==> src/rtl/step_gen_pkg.sv <==
// Shared types and default widths for the STEP/DIR pulse generator.
package step_gen_pkg;

    localparam int DEF_COUNT_WIDTH  = 16;
    localparam int DEF_PERIOD_WIDTH = 16;
    localparam int DEF_PULSE_WIDTH  = 4;
    localparam int DEF_DIR_SETUP    = 2;

    typedef enum logic [2:0] {
        IDLE  = 3'd0,
        SETUP = 3'd1,
        HIGH  = 3'd2,
        LOW   = 3'd3,
        DONE  = 3'd4
    } step_state_e;

endpackage

==> src/rtl/step_pulse_generator.sv <==
// Turns queued motion segments into STEP/DIR pin waveforms for one axis.
// All phase timing is counted in tick strobes, never in raw clk cycles.
module step_pulse_generator
    import step_gen_pkg::*;
#(
    parameter int CountWidth  = DEF_COUNT_WIDTH,
    parameter int PeriodWidth = DEF_PERIOD_WIDTH,
    parameter int PulseWidth  = DEF_PULSE_WIDTH,
    parameter int DirSetup    = DEF_DIR_SETUP
) (
    input  logic                   clk,
    input  logic                   rst,
    input  logic                   tick,
    // Handshake: a segment transfers on the rising edge where cmd_valid && cmd_ready;
    // cmd_ready depends only on state, and the offered fields are sampled on that edge.
    input  logic                   cmd_valid,
    output logic                   cmd_ready,
    input  logic [CountWidth-1:0]  cmd_steps,
    input  logic [PeriodWidth-1:0] cmd_period,
    input  logic                   cmd_dir,
    output logic                   step,
    output logic                   dir,
    output logic                   busy,
    output logic                   done,
    output step_state_e            dbg_state
);

    localparam logic [PeriodWidth-1:0] PULSE_TICKS = PeriodWidth'(PulseWidth);
    localparam logic [PeriodWidth-1:0] SETUP_TICKS = PeriodWidth'(DirSetup);
    localparam logic [PeriodWidth-1:0] MIN_PERIOD  = PeriodWidth'(PulseWidth + 1);

    step_state_e            r_state;
    logic [PeriodWidth-1:0] r_cnt;
    logic [PeriodWidth-1:0] r_period;
    logic [CountWidth-1:0]  r_remaining;
    logic                   r_step;
    logic                   r_dir;

    logic                   w_accept;
    logic                   w_phase_end;
    logic [PeriodWidth-1:0] w_period_eff;
    logic [PeriodWidth-1:0] w_low_ticks;

    assign w_accept     = (r_state == IDLE) && cmd_valid;
    assign w_phase_end  = tick && (r_cnt == PeriodWidth'(1));
    // Clamp keeps the LOW phase at one tick or more, so the subtraction cannot wrap.
    assign w_period_eff = (cmd_period < MIN_PERIOD) ? MIN_PERIOD : cmd_period;
    assign w_low_ticks  = r_period - PULSE_TICKS;

    always_ff @(posedge clk or posedge rst) begin
        if (rst) begin
            r_state     <= IDLE;
            r_cnt       <= '0;
            r_period    <= '0;
            r_remaining <= '0;
            r_step      <= 1'b0;
            r_dir       <= 1'b0;
        end else begin
            case (r_state)
                IDLE: begin
                    if (w_accept) begin
                        r_period    <= w_period_eff;
                        r_remaining <= cmd_steps;
                        r_dir       <= cmd_dir;
                        r_cnt       <= SETUP_TICKS;
                        r_state     <= (cmd_steps == '0) ? DONE : SETUP;
                    end
                end
                SETUP: begin
                    if (w_phase_end) begin
                        r_state     <= HIGH;
                        r_cnt       <= PULSE_TICKS;
                        r_step      <= 1'b1;
                        r_remaining <= r_remaining - CountWidth'(1);
                    end else if (tick) begin
                        r_cnt <= r_cnt - PeriodWidth'(1);
                    end
                end
                HIGH: begin
                    if (w_phase_end) begin
                        r_state <= LOW;
                        r_cnt   <= w_low_ticks;
                        r_step  <= 1'b0;
                    end else if (tick) begin
                        r_cnt <= r_cnt - PeriodWidth'(1);
                    end
                end
                LOW: begin
                    // The last step's LOW phase still runs out, so the next segment
                    // can never place a rising edge closer than one period.
                    if (w_phase_end) begin
                        if (r_remaining == '0) begin
                            r_state <= DONE;
                        end else begin
                            r_state     <= HIGH;
                            r_cnt       <= PULSE_TICKS;
                            r_step      <= 1'b1;
                            r_remaining <= r_remaining - CountWidth'(1);
                        end
                    end else if (tick) begin
                        r_cnt <= r_cnt - PeriodWidth'(1);
                    end
                end
                DONE: begin
                    r_state <= IDLE;
                end
                default: begin
                    r_state <= IDLE;
                    r_step  <= 1'b0;
                end
            endcase
        end
    end

    assign cmd_ready = (r_state == IDLE);
    assign busy      = (r_state != IDLE);
    assign done      = (r_state == DONE);
    assign step      = r_step;
    assign dir       = r_dir;
    assign dbg_state = r_state;

endmodule

==> config.mk <==
export PLATFORM = sky130hd
export DESIGN_NAME = step_pulse_generator
export DESIGN_NICKNAME = d
export VERILOG_FILES = /design/src/rtl/step_gen_pkg.sv /design/src/rtl/step_pulse_generator.sv
export SDC_FILE = /design/constraint.sdc
export NUM_CORES = 1
export LEC_CHECK = 0
export ABC_AREA = 1
export BUFFER_PORTS_ARGS = -buffer_cell sky130_fd_sc_hd__buf_2
export CAP_MARGIN = 15
export CORE_MARGIN = 10
export CORE_UTILIZATION = 30
export DETAILED_ROUTE_END_ITERATION = 7
export SLEW_MARGIN = 10
export SYNTH_ARGS = -nofsm -noshare
export SYNTH_HDL_FRONTEND = slang
export SYNTH_SLANG_ARGS = --single-unit
==> constraint.sdc <==
create_clock -name clk -period 1.82 [get_ports clk]
set_input_delay 0.091 -clock clk [delete_from_list [all_inputs] [get_ports clk]]
set_output_delay 0.091 -clock clk [all_outputs]
set_load 0.02 [all_outputs]
Yosys cells after proc, flatten, opt, wreduce, memory -nomap -nowiden:

Index checks and enable logic that the tools add are counted.
W data, S select, Z words.

* register bits: 53
* bits in latches: 0
* bits in writable memories: 0
* memory bits (read-only): 0
* output and inout port bits: 8
* memories kept: 0

* add/subtract/negate cells: 3
* multiply operators: 0
* div/mod/pow operators: 0
* order comparisons: 1
* equal/unequal tests: 11
* shifts and indexed selects: 0
* muxes and demuxes: 25
* bitwise gates (word level): 1
* reduce and logical (&&, ||, !) cells: 14

Operator list (number)
* $mux W16: 11
* $pmux W16 S4: 1
* $pmux W16 S3: 1
* $logic_not A16 Y1: 2
* $sub A16 B1 Y16 const B: 2
* $mux W3: 6
* $eq A16 B1 Y1 const B: 1
* $lt A16 B3 Y1 const B: 1
* $sub A16 B3 Y16 const B: 1
* $pmux W3 S4: 1
* $reduce_and A5 Y1: 2
* $ne A2 B2 Y1 const B: 4
* $eq A3 B2 Y1 const B: 2
* $reduce_bool A3 Y1: 2
* $mux W1: 4
* $pmux W1 S4: 1
* $reduce_and A4 Y1: 1
* $reduce_bool A4 Y1: 1
* $eq A3 B1 Y1 const B: 1
* $eq A3 B3 Y1 const B: 1
* $logic_not A3 Y1: 1
* $ne A3 B3 Y1 const B: 1
* $reduce_and A3 Y1: 1
* $logic_and A1 B1 Y1: 2
* other kinds (4): 4

Depth between registers and ports, before layout:

* depth in word-level cells: 4
* mapped depth: 14

Worst setup path after synthesis:

Ideal clock, no wire load.

* kind: reg-to-reg
* start point: reg r_state[2], in the netlist dbg_state[2]
* end point: reg r_remaining[11]
* arrival: 1.572 ns
* slack: 0.132 ns
* cell stages (with the launch flop): 11
* buffers on the path: 1
* cells stage by stage: dfrtp_1 > inv_1 > nand2_2 > nor2_1 > nor2_2 > nand2_1 > a21oi_2 > nand2_2 > buf_2 > nand2_1 > nand2_1

* word-level cells in the longest chain between the ends: 4

RTL lines
* from (decl): RTL line step_pulse_generator.sv:32 `step_state_e r_state;`
* from (signal assigned): RTL line step_pulse_generator.sv:66 `r_state <= (cmd_steps == '0) ? DONE : SETUP;`
* $logic_not A3 Y1: RTL line step_pulse_generator.sv:44, step_pulse_generator.sv:59
* $logic_and A1 B1 Y1: RTL line step_pulse_generator.sv:44 `assign w_accept = (r_state == IDLE) && cmd_valid;`
* $ne A2 B1 Y1 (no line)
* $reduce_and A5 Y1 (no line)
* to (signal assigned): RTL line step_pulse_generator.sv:63 `r_remaining <= cmd_steps;`
* to (signal assigned): RTL line step_pulse_generator.sv:74 `r_remaining <= r_remaining - CountWidth'(1);`
* to (signal assigned): RTL line step_pulse_generator.sv:98 `r_remaining <= r_remaining - CountWidth'(1);`
* to (decl): RTL line step_pulse_generator.sv:35 `logic [CountWidth-1:0] r_remaining;`

Several ways; a longest one is shown, not always the timed one.
A chain may end at the register's enable or synchronous reset.

Final worst setup path:

* start point: reg r_cnt[6]
* end point: reg r_remaining[13]

* word-level cells in the longest chain between the ends: 4

RTL lines
* from (decl): RTL line step_pulse_generator.sv:33 `logic [PeriodWidth-1:0] r_cnt;`
* from (signal assigned): RTL line step_pulse_generator.sv:76 `r_cnt <= r_cnt - PeriodWidth'(1);`
* from (signal assigned): RTL line step_pulse_generator.sv:82 `r_cnt <= w_low_ticks;`
* from (signal assigned): RTL line step_pulse_generator.sv:85 `r_cnt <= r_cnt - PeriodWidth'(1);`
* $eq A16 B1 Y1 (*): RTL line step_pulse_generator.sv:45 `assign w_phase_end = tick && (r_cnt == PeriodWidth'(1));`
* $logic_and A1 B1 Y1 (*): RTL line step_pulse_generator.sv:45
* $ne A2 B2 Y1 (no line)
* $reduce_and A5 Y1 (no line) (*)

Every way passes the cells marked *; elsewhere a longest branch is shown, timed or not.

==> flow_metrics.env <==
export IMPL_final_cell_mix="nand2_1, nor2_1, dfrtp_1"
export IMPL_die_area_sq_um=17000
export IMPL_finalSetupViolCount=0
export IMPL_peakVddDrop_mv=0.726
export IMPL_critPathLaunchType="register"
export IMPL_syn_avg_cell_area_sq_um=6.48
export IMPL_reg2reg_from="r_cnt[6]"
export IMPL_slew_headroom_pct=60.4
export IMPL_stdcell_count=789
export IMPL_syn_area_sq_um=3650
export IMPL_antenna_cells=0
export IMPL_root_buffer="clkbuf_16"
export IMPL_p_clk_share_pct=12.7
export IMPL_swShare_pct=47.9
export IMPL_min_path_type="primary input to register"
export IMPL_intPower_uw=3890
export IMPL_ff2ff_setup_slack_ns=0.03
export IMPL_finalMaxSlewViolations=0
export IMPL_cts_htree_levels=2
export IMPL_layout_commonest_cell="nand2_1"
export IMPL_ioPinCount=45
export IMPL_area_delta_synth_final_pct=28.3
export IMPL_cts_path_max_buffers=2
export IMPL_place_area_sq_um=4230
export IMPL_drt_total_wl_microns=10900
export IMPL_max_freq_mhz=560
export IMPL_p_per_area_nw_per_um2=1600
export IMPL_drcViolationCount=0
export IMPL_worstHoldStart="cmd_period[15]"
export IMPL_vias=3844
export IMPL_initial_core_util_pct=30.5
export IMPL_fp_row_count=40
export IMPL_cap_violations=0
export IMPL_power_uw=7470
export IMPL_synth_cell_types=36
export IMPL_holdWs_ns=0.0128
export IMPL_synth_seq_cells=53
export IMPL_postLayoutCoreUtil_pct=39.1
export IMPL_synth_warnings=0
export IMPL_tightest_slew_ns=0.588
export IMPL_rsz0062_at_grt="true"
export IMPL_hpwl_microns=8310
export IMPL_drive_gt1_share_pct=22.3
export IMPL_synth_edf_count=0
export IMPL_die_y_microns=130
export IMPL_cts_tree="yes"
export IMPL_fill_cells=1223
export IMPL_status="complete, no violations"
export IMPL_critPathKind="register to register"
export IMPL_antenna_left=0
export IMPL_die_w_microns=130
export IMPL_vias_per_cell=4.87
export IMPL_p_sw_uw=3580
export IMPL_path_clk_slew_ns=0.07
export IMPL_core_area_sq_um=12000
export IMPL_synth_fp_nets=604
export IMPL_globalplace_congestion=0.886
export IMPL_grt_max_degree=54
export IMPL_wl_per_cell_microns=13.9
export IMPL_antenna_found_initial=0
export IMPL_yosysSeqAreaShare_pct=36.4
export IMPL_cts_sinks=53
export IMPL_clock_latency_ns=0.30
export IMPL_worstPathMaxFanout=5
export IMPL_place_inst=772
export IMPL_nets=682
export IMPL_fin_crit_ns=1.79
export IMPL_grt_pass1_vias=3790
export IMPL_final_hold_viol_count=0
export IMPL_grt_pass1_wl_microns=17800
export IMPL_synth_ff_type="dfrtp_1"
export IMPL_drt_iter0_markers=261
export IMPL_cts_buffers_inserted=5
export IMPL_async_reset_ff_share_pct=100
export IMPL_combPwrFrac_pct=57.5
export IMPL_seqPwrFrac_pct=29.8
export IMPL_synth_cells=563
export IMPL_grt_usage_pct=13.0
export IMPL_arrival_ns=1.97
export IMPL_crit_start="r_cnt[6]"
export IMPL_ff_latch_area_sq_um=1330
export IMPL_firstDrtPassIters=5
export IMPL_io_buffers=44
export IMPL_multi_input_area_sq_um=2250
export IMPL_end_kind="register"
export IMPL_leakagePower_uw=0.00238
export IMPL_skew_ns=0.00546
export IMPL_fin_area_sq_um=4680
export IMPL_overflow=0
export IMPL_period_share_pct=98.1
export IMPL_cp_data_required_time_ns=2.01
worst paths after layout:
check	to	cells past startpoint
min in group asynchronous	r_period[6]	4
setup reg to reg	r_remaining[13]	9
setup / recovery	r_remaining[13]	9
hold reg to reg	dir	2
hold / removal	r_period[15]	3
max in group asynchronous	r_remaining[9]	4
worst max-delay path, stage by stage, from the launching register on:
cell and delay, ns:
dfrtp_1 0.38, nor2_1 0.25, nand2_1 0.13, nor2_2 0.24, nand2_4 0.11, a21oi_4 0.18, nand2_4 0.11, clkbuf_16 0.18
nand2_2 0.05, nand2_1 0.05
synthesized netlist by cell type (3+ instances only):
library cell  count  area (sq um)
inv_2             3          11.3
ha_1              4          50.1
nand3b_1          3          22.5
clkbuf_1          4          15.0
nor4_1            3          18.8
nand4_1           7          43.8
o21ai_0          34           170
or2_2             3          18.8
xnor2_1           6          52.6
dfrtp_1          53          1330
xor2_1           11          96.3
nor2_1           85           319
nor2_2            6          37.5
nand3_1          49           245
buf_2             3          15.0
nand2_1         209           785
o21ai_1           5          25.0
a21oi_1           5          25.0
inv_1            47           176
registers in the layout (all words and copies together) (netlist names):
name,count
r_cnt,16
r_period,16
r_remaining,16
dbg_state,3
dir,1
step,1
routing by layer:
metal  wire length (microns)  global-route usage [%]  vias to the layer above
li1                        -                       -                     1945
met1                    5070                    16.7                     1785
met2                    5220                    21.7                       98
met3                     466                    2.35                       16
met4                     176                    3.77                        0
met5                       0                       0                        -
stage by stage:
stage,setup WS (ns),setup TNS (ns)
3_5_place_dp,-0.0923,-0.200
4_1_cts,0.00354,0
5_1_grt,-0.0687,-0.928
6_report,0.0339,0
2_1_floorplan,0.132,0
3_3_place_gp,-0.0492,-0.0853
cell type report:
| class | count | area share, % |
|---|---|---|
| inverters | 51 | 4.15 |
| flip-flops and latches | 53 | 28.4 |
| multi-input cells | 449 | 48.2 |
| repair buffers | 81 | 12.4 |
| well taps | 147 | 3.93 |
| clock buffers | 8 | 2.92 |
cells by family (layout without fill, tap and decap cells):
family	after synthesis	in the layout	share of synthesized area [%]
simple gates	374	374	43.0
buf+inv	61	140	6.90
flops	53	53	36.4
compound gates	52	52	7.72
xor+xnor	17	17	4.08
fa+ha+maj	4	4	1.37
mux	2	2	0.549
power groups by stage:
stage / sequential [uW] / clock (uW) / combinational [uW]
2_1_floorplan: 2140 / 0 / 2630
3_3_place_gp: 2170 / 0 / 3740
3_5_place_dp: 2190 / 0 / 3810
4_1_cts: 2170 / 977 / 3870
5_1_grt: 2310 / 1020 / 4870
6_report: 2230 / 947 / 4300
timing repair:
action | in CTS | in global routing
cloned | 0 | 1
pin swaps | 2 | 16
setup buffers | 1 | 5
hold buffers | 2 | 0
gates resized for setup | 7 | 55
hold endpoints to repair | 54 | 0
setup endpoints to repair | 26 | 36
(Power assumes the default switching activity.)
